==> config.mk <==
export PLATFORM = sky130hd
export DESIGN_NAME = line_state_filter
export DESIGN_NICKNAME = d
export VERILOG_FILES = /design/src/rtl/line_state_filter_pkg.sv /design/src/rtl/line_state_filter_sig_filter.sv /design/src/rtl/line_state_filter.sv
export SDC_FILE = /design/constraint.sdc
export NUM_CORES = 1
export LEC_CHECK = 0
export CAP_MARGIN = 5
export CORE_UTILIZATION = 55
export DETAILED_ROUTE_END_ITERATION = 6
export PLACE_DENSITY = 0.79
export SETUP_SLACK_MARGIN = 0.02
export SLEW_MARGIN = 40
export SYNTH_ARGS = -nofsm -noshare
export SYNTH_HDL_FRONTEND = slang
export SYNTH_SLANG_ARGS = --single-unit
==> constraint.sdc <==
create_clock -name clk -period 4.3 [get_ports clk]
set_input_delay 0.43 -clock clk [delete_from_list [all_inputs] [get_ports clk]]
set_output_delay 0.43 -clock clk [all_outputs]
set_load 0.005 [all_outputs]
==> src/rtl/line_state_filter_pkg.sv <==
// Shared car package: steering codes consumed by the motor and direction
// stage, plus the line-follower FSM and side encodings.
//
// Contents:
//   steer_e         3-bit steering code driven on line_state_filter.state
//   track_fsm_e     TRACK / SEARCH / REVERSE
//   side_e          side of the line the car last saw (LEFT / RIGHT)
//   LMR_RESET       filtered {L,M,R} loaded on reset (centred on the line)
//   decode_lmr()    {L,M,R} -> steering code, holding on ambiguous patterns
//   search_steer()  steering code used while hunting for a lost line
package line_state_filter_pkg;

  typedef enum logic [2:0] {
    STEER_TURN_LEFT   = 3'd0,
    STEER_TURN_RIGHT  = 3'd1,
    STEER_GO_STRAIGHT = 3'd2,
    STEER_SHARP_LEFT  = 3'd3,
    STEER_SHARP_RIGHT = 3'd4,
    STEER_BACK        = 3'd5
  } steer_e;

  typedef enum logic [1:0] {
    FSM_TRACK   = 2'd0,
    FSM_SEARCH  = 2'd1,
    FSM_REVERSE = 2'd2
  } track_fsm_e;

  typedef enum logic {
    SIDE_LEFT  = 1'b0,
    SIDE_RIGHT = 1'b1
  } side_e;

  localparam logic [2:0] LMR_RESET = 3'b010;

  // 101 (line under both outer sensors) is ambiguous, so the caller's
  // current code is kept. 000 is handled by the FSM and never decoded.
  function automatic steer_e decode_lmr(input logic [2:0] lmr, input steer_e hold);
    steer_e res;
    case (lmr)
      3'b010, 3'b111: res = STEER_GO_STRAIGHT;
      3'b110:         res = STEER_TURN_LEFT;
      3'b011:         res = STEER_TURN_RIGHT;
      3'b100:         res = STEER_SHARP_LEFT;
      3'b001:         res = STEER_SHARP_RIGHT;
      default:        res = hold;
    endcase
    return res;
  endfunction

  function automatic steer_e search_steer(input side_e side);
    steer_e res;
    if (side == SIDE_LEFT) res = STEER_SHARP_LEFT;
    else                   res = STEER_SHARP_RIGHT;
    return res;
  endfunction

endpackage

==> src/rtl/line_state_filter_sig_filter.sv <==
// sig_filter: one IR sensor channel. Two-flop synchronizer followed by a
// stability filter: the filtered output only flips after the synchronized
// input has disagreed with it for FILTER_CYCLES consecutive cycles.
//
// Parameters:
//   FILTER_CYCLES  consecutive disagreeing cycles needed to accept a change
//   RST_VAL        filtered value loaded on reset
// Ports:
//   clk     system clock
//   rst     asynchronous active-high reset
//   raw_i   raw sensor level, asynchronous to clk
//   filt_o  debounced level
module sig_filter
  import line_state_filter_pkg::*;
#(
  parameter int   FILTER_CYCLES = 100000,
  parameter logic RST_VAL       = 1'b0
) (
  input  logic clk,
  input  logic rst,
  input  logic raw_i,
  output logic filt_o
);

  localparam int CW = $clog2(FILTER_CYCLES + 1);
  localparam logic [CW-1:0] CNT_LAST = CW'(FILTER_CYCLES - 1);
  localparam logic [CW-1:0] CNT_ONE  = CW'(1);

  logic          sync1_q, sync1_d;
  logic          sync2_q, sync2_d;
  logic          filt_q, filt_d;
  logic [CW-1:0] cnt_q, cnt_d;

  // cnt_q holds how many disagreeing cycles have already been seen; the
  // current disagreeing cycle is the FILTER_CYCLES-th when cnt_q hits
  // CNT_LAST, so the counter never exceeds CNT_LAST and cannot wrap.
  always_comb begin
    sync1_d = raw_i;
    sync2_d = sync1_q;
    filt_d  = filt_q;
    cnt_d   = '0;
    if (sync2_q != filt_q) begin
      if (cnt_q == CNT_LAST) filt_d = sync2_q;
      else                   cnt_d  = cnt_q + CNT_ONE;
    end
  end

  always_ff @(posedge clk or posedge rst) begin
    if (rst) begin
      sync1_q <= 1'b0;
      sync2_q <= 1'b0;
      filt_q  <= RST_VAL;
      cnt_q   <= '0;
    end else begin
      sync1_q <= sync1_d;
      sync2_q <= sync2_d;
      filt_q  <= filt_d;
      cnt_q   <= cnt_d;
    end
  end

  assign filt_o = filt_q;

endmodule

==> src/rtl/line_state_filter.sv <==
// line_state_filter: debounces the three IR line sensors and turns the
// filtered {L,M,R} pattern into a steering code. When the line is lost the
// car spins toward the side it last saw the line on, and after LOST_TIMEOUT
// cycles of searching it backs up.
//
// Parameters:
//   FILTER_CYCLES  sensor stability window in cycles
//   LOST_TIMEOUT   cycles spent in SEARCH before REVERSE
// Ports:
//   clk            system clock
//   rst            asynchronous active-high reset
//   left_signal    raw left sensor, 1 = on line
//   mid_signal     raw middle sensor, 1 = on line
//   right_signal   raw right sensor, 1 = on line
//   state          registered steering code (steer_e)
//   lost           registered, high while searching or reversing
module line_state_filter
  import line_state_filter_pkg::*;
#(
  parameter int FILTER_CYCLES = 100000,
  parameter int LOST_TIMEOUT  = 50000000
) (
  input  logic       clk,
  input  logic       rst,
  input  logic       left_signal,
  input  logic       mid_signal,
  input  logic       right_signal,
  output logic [2:0] state,
  output logic       lost
);

  localparam int LCW = (LOST_TIMEOUT > 1) ? $clog2(LOST_TIMEOUT) : 1;
  localparam logic [LCW-1:0] LOST_LAST = LCW'(LOST_TIMEOUT - 1);
  localparam logic [LCW-1:0] LOST_ONE  = LCW'(1);

  logic [2:0] raw_lmr;
  logic [2:0] filt_lmr;

  assign raw_lmr = {left_signal, mid_signal, right_signal};

  for (genvar i = 0; i < 3; i++) begin : g_ch
    sig_filter #(
      .FILTER_CYCLES (FILTER_CYCLES),
      .RST_VAL       (LMR_RESET[i])
    ) u_sig_filter (
      .clk    (clk),
      .rst    (rst),
      .raw_i  (raw_lmr[i]),
      .filt_o (filt_lmr[i])
    );
  end

  track_fsm_e     fsm_q, fsm_d;
  steer_e         state_q, state_d;
  logic           lost_q, lost_d;
  side_e          last_side_q, last_side_d;
  logic [LCW-1:0] lost_cnt_q, lost_cnt_d;

  always_comb begin
    fsm_d       = fsm_q;
    state_d     = state_q;
    lost_d      = lost_q;
    last_side_d = last_side_q;
    lost_cnt_d  = lost_cnt_q;

    if (filt_lmr[2] && !filt_lmr[0])      last_side_d = SIDE_LEFT;
    else if (filt_lmr[0] && !filt_lmr[2]) last_side_d = SIDE_RIGHT;

    // Any visible line wins over the search timeout, from every state.
    if (filt_lmr != 3'b000) begin
      fsm_d      = FSM_TRACK;
      state_d    = decode_lmr(filt_lmr, state_q);
      lost_d     = 1'b0;
      lost_cnt_d = '0;
    end else begin
      lost_d = 1'b1;
      unique case (fsm_q)
        FSM_TRACK: begin
          fsm_d      = FSM_SEARCH;
          lost_cnt_d = '0;
          state_d    = search_steer(last_side_q);
        end
        FSM_SEARCH: begin
          if (lost_cnt_q == LOST_LAST) begin
            fsm_d   = FSM_REVERSE;
            state_d = STEER_BACK;
          end else begin
            lost_cnt_d = lost_cnt_q + LOST_ONE;
            state_d    = search_steer(last_side_q);
          end
        end
        FSM_REVERSE: state_d = STEER_BACK;
        default: begin
          fsm_d   = FSM_TRACK;
          state_d = STEER_GO_STRAIGHT;
          lost_d  = 1'b0;
        end
      endcase
    end
  end

  always_ff @(posedge clk or posedge rst) begin
    if (rst) begin
      fsm_q       <= FSM_TRACK;
      state_q     <= STEER_GO_STRAIGHT;
      lost_q      <= 1'b0;
      last_side_q <= SIDE_LEFT;
      lost_cnt_q  <= '0;
    end else begin
      fsm_q       <= fsm_d;
      state_q     <= state_d;
      lost_q      <= lost_d;
      last_side_q <= last_side_d;
      lost_cnt_q  <= lost_cnt_d;
    end
  end

  assign state = state_q;
  assign lost  = lost_q;

endmodule

==> results.cfg <==
[worst_hold_path]
hold_path.startpoint = g_ch[0].u_sig_filter.sync1_q
hp-class = flip-flop to flip-flop

[layout]
stdcell_area_mm2 = 0.00508
drive_above_1_share = 0.0870
diodes = 0
synthToLayoutAreaGrowth_pct = 8.09
fin_util = 0.615
final_nets = 488
instances_no_fill = 588

[routing]
postRouteAntennaNets = 0
via_count = 3360
viasPerCell = 5.71
drtIter0Drc = 196
wl_um = 8600
firstDrtPassIters = 4
route.detailed.drc = 0
wl_per_cell_um = 14.6

[clock_tree]
cts_setup_buffers = 0
numCtsBuffers = 9
cts-root-buf = clkbuf_8
clock_latency_ps = 360
holdBufCountCts = 0
ctsResizeCount = 0
cts_buffer_depth = 2
cts_tree = done
path_clk_slew_ps = 100
htreeDepth = 3
clock_sinks = 93

[logic_synthesis]
postSynthAreaPerCell_um2 = 9.91
ys_ff_latch = 93
seq_area_frac_synth = 0.496
syn-cell-area_mm2 = 0.00470
synthArstFlopShare = 1.00
synth_top_area_frac = 0.485
yosys.area.top_type = dfrtp_1
yosysMostFrequentCell = dfrtp_1
yosysUniqueCellTypes = 57
synth_warnings = 0
syn_inst = 474
ys_top_cells_by_count = dfrtp_1, nor2_1, nand2_1
synth_edf_count = 0
synth_ff_type = dfrtp_1
netlist_top_cells_area = dfrtp_1, xor2_1, nor2_1
syn-num-nets = 484

[placed_design]
io_buffers = 8
dpl.cell_count = 572
placed_area_mm2 = 0.00484
pre_cts_slack_ps = 2150
routabilityCongestion = 0.802
hpwl_um = 5860

[global_routing]
grt_overflow = 0
grt.total_usage = 0.217
grt_pass1_vias = 3279
grt_max_degree = 39
antenna_found_initial = 0
grt_first_pass_wirelength_um = 14900

[power_and_ir_drop]
switching_share = 0.221
powerDensity_mw_per_mm2 = 319
p_leak_nw = 2.16
report.power.total_mw = 1.62
power_frac_comb = 0.026
switchingPower_uw = 359
ir_drop_v = 0.000237
p_int_mw = 1.26
seq_power_share = 0.550
clockPowerShare = 0.424

[die]
die_height_um = 94.4
die_area_mm2 = 0.00892
num_rows = 33
floorplan.die.width_um = 94.4
coreArea_mm2 = 0.00826
start_util = 0.569
ios = 9

[worst_setup_path]
crit_required_ps = 4520
crit_path_max_incr_delay_ps = 550
rr_startpoint = g_ch[2].u_sig_filter.filt_o
criticalPathCategory = flip-flop to flip-flop
cp_max_fo = 18
path_cells = nor3_2 -> nand4_1 -> o21ai_2 -> or3_2 -> a21oi_1
path_buf_inv = 0
crit_start = g_ch[2].u_sig_filter.filt_o
cpLargestDelayFamily = simple AND/OR/NAND/NOR gates
end_kind = flip-flop
cp_slowest_cell = nor3_2
start_kind = flip-flop
worstPathArrival_ps = 2400

[timing]
finalClockSkew_ps = 9.52
finalSetupTns_ps = 0
worst_hold_slack_ps = 362
rsz0062_at_grt = no
worst_slack_ps = 2120
setup_viol = 0
period_minus_slack_ps = 2180
fmax_mhz = 458
fin_crit_sh = 0.507
slew_violations = 0
finalHoldViolCount = 0
tightest_slew_ps = 615
slew_headroom = 0.590

[job]
max_cap_viol_count = 0

[run_status]
status = complete, no violations
-- worst paths after layout --
check,to,slack [ps],depth (start not counted)
setup / recovery,lost_cnt_q[10],2120,5
hold / removal,g_ch[0].u_sig_filter.sync2_q,360,0
setup reg to reg,lost_cnt_q[10],2120,5
hold reg to reg,g_ch[0].u_sig_filter.sync2_q,360,0
max in group asynchronous,state[1],3020,3
min in group asynchronous,g_ch[0].u_sig_filter.cnt_q[12],410,2
-- final cells by class --
cell class,count,area (um2)
flip-flops and latches,93,2330
inverters,8,31.3
fillers,662,3180
repair buffers,11,103
multi-input cells,355,2240
well taps,105,131
clock buffers,11,151
clock inverters,5,88.8
-- cells by family (layout without fill, tap and decap cells) --
family / count (synthesis) / after routing / synth area share
AOI/OAI and AO/OA: 62 / 62 / 0.0929
buffers and inverters: 26 / 35 / 0.0266
and+or+nand+nor: 231 / 231 / 0.262
muxes: 9 / 9 / 0.0200
DFF: 93 / 93 / 0.496
xor gates and xnor gates: 48 / 48 / 0.0895
adders and majority gates: 5 / 5 / 0.0133
-- registers in the layout, summed over array words and instances, names as in the netlist --
name and flops:
last_side_q 1, state 3, fsm_q 2, lost 1
g_ch.u_sig_filter.sync2_q 3, lost_cnt_q 26, g_ch.u_sig_filter.filt_o 3, g_ch.u_sig_filter.sync1_q 3
g_ch.u_sig_filter.cnt_q 51
-- cell usage in the layout (no fill, tap or decap), drive strengths merged, types with 5 or more instances in the layout --
cell	n
a2111o	7
a21oi	20
and3	7
and4	6
clkbuf	11
clkdlybuf4s50	8
dfrtp	91
ha	5
inv	10
mux2i	6
nand2	46
nand2b	7
nand3	34
nand4	21
nor2	67
nor3	10
nor4	6
o2111ai	5
o21ai	14
or3	7
xnor2	14
xor2	34
-- power by group through the flow --
stage | sequential, mW | combinational (mW) | clock [mW]
5_1_grt | 0.893 | 0.0511 | 0.740
3_3_place_gp | 0.909 | 0.0436 | 0
2_1_floorplan | 0.908 | 0.0327 | 0
3_5_place_dp | 0.909 | 0.0445 | 0
6_report | 0.892 | 0.0428 | 0.688
4_1_cts | 0.892 | 0.0447 | 0.705
-- metal layers --
metal	part of all wire	GRT usage
met1	0.48	0.289
met2	0.48	0.345
met3	0.032	0.0539
met4	0.012	0.0756
met5	0	0
No activity file was read; power rests on OpenSTA's default activity.
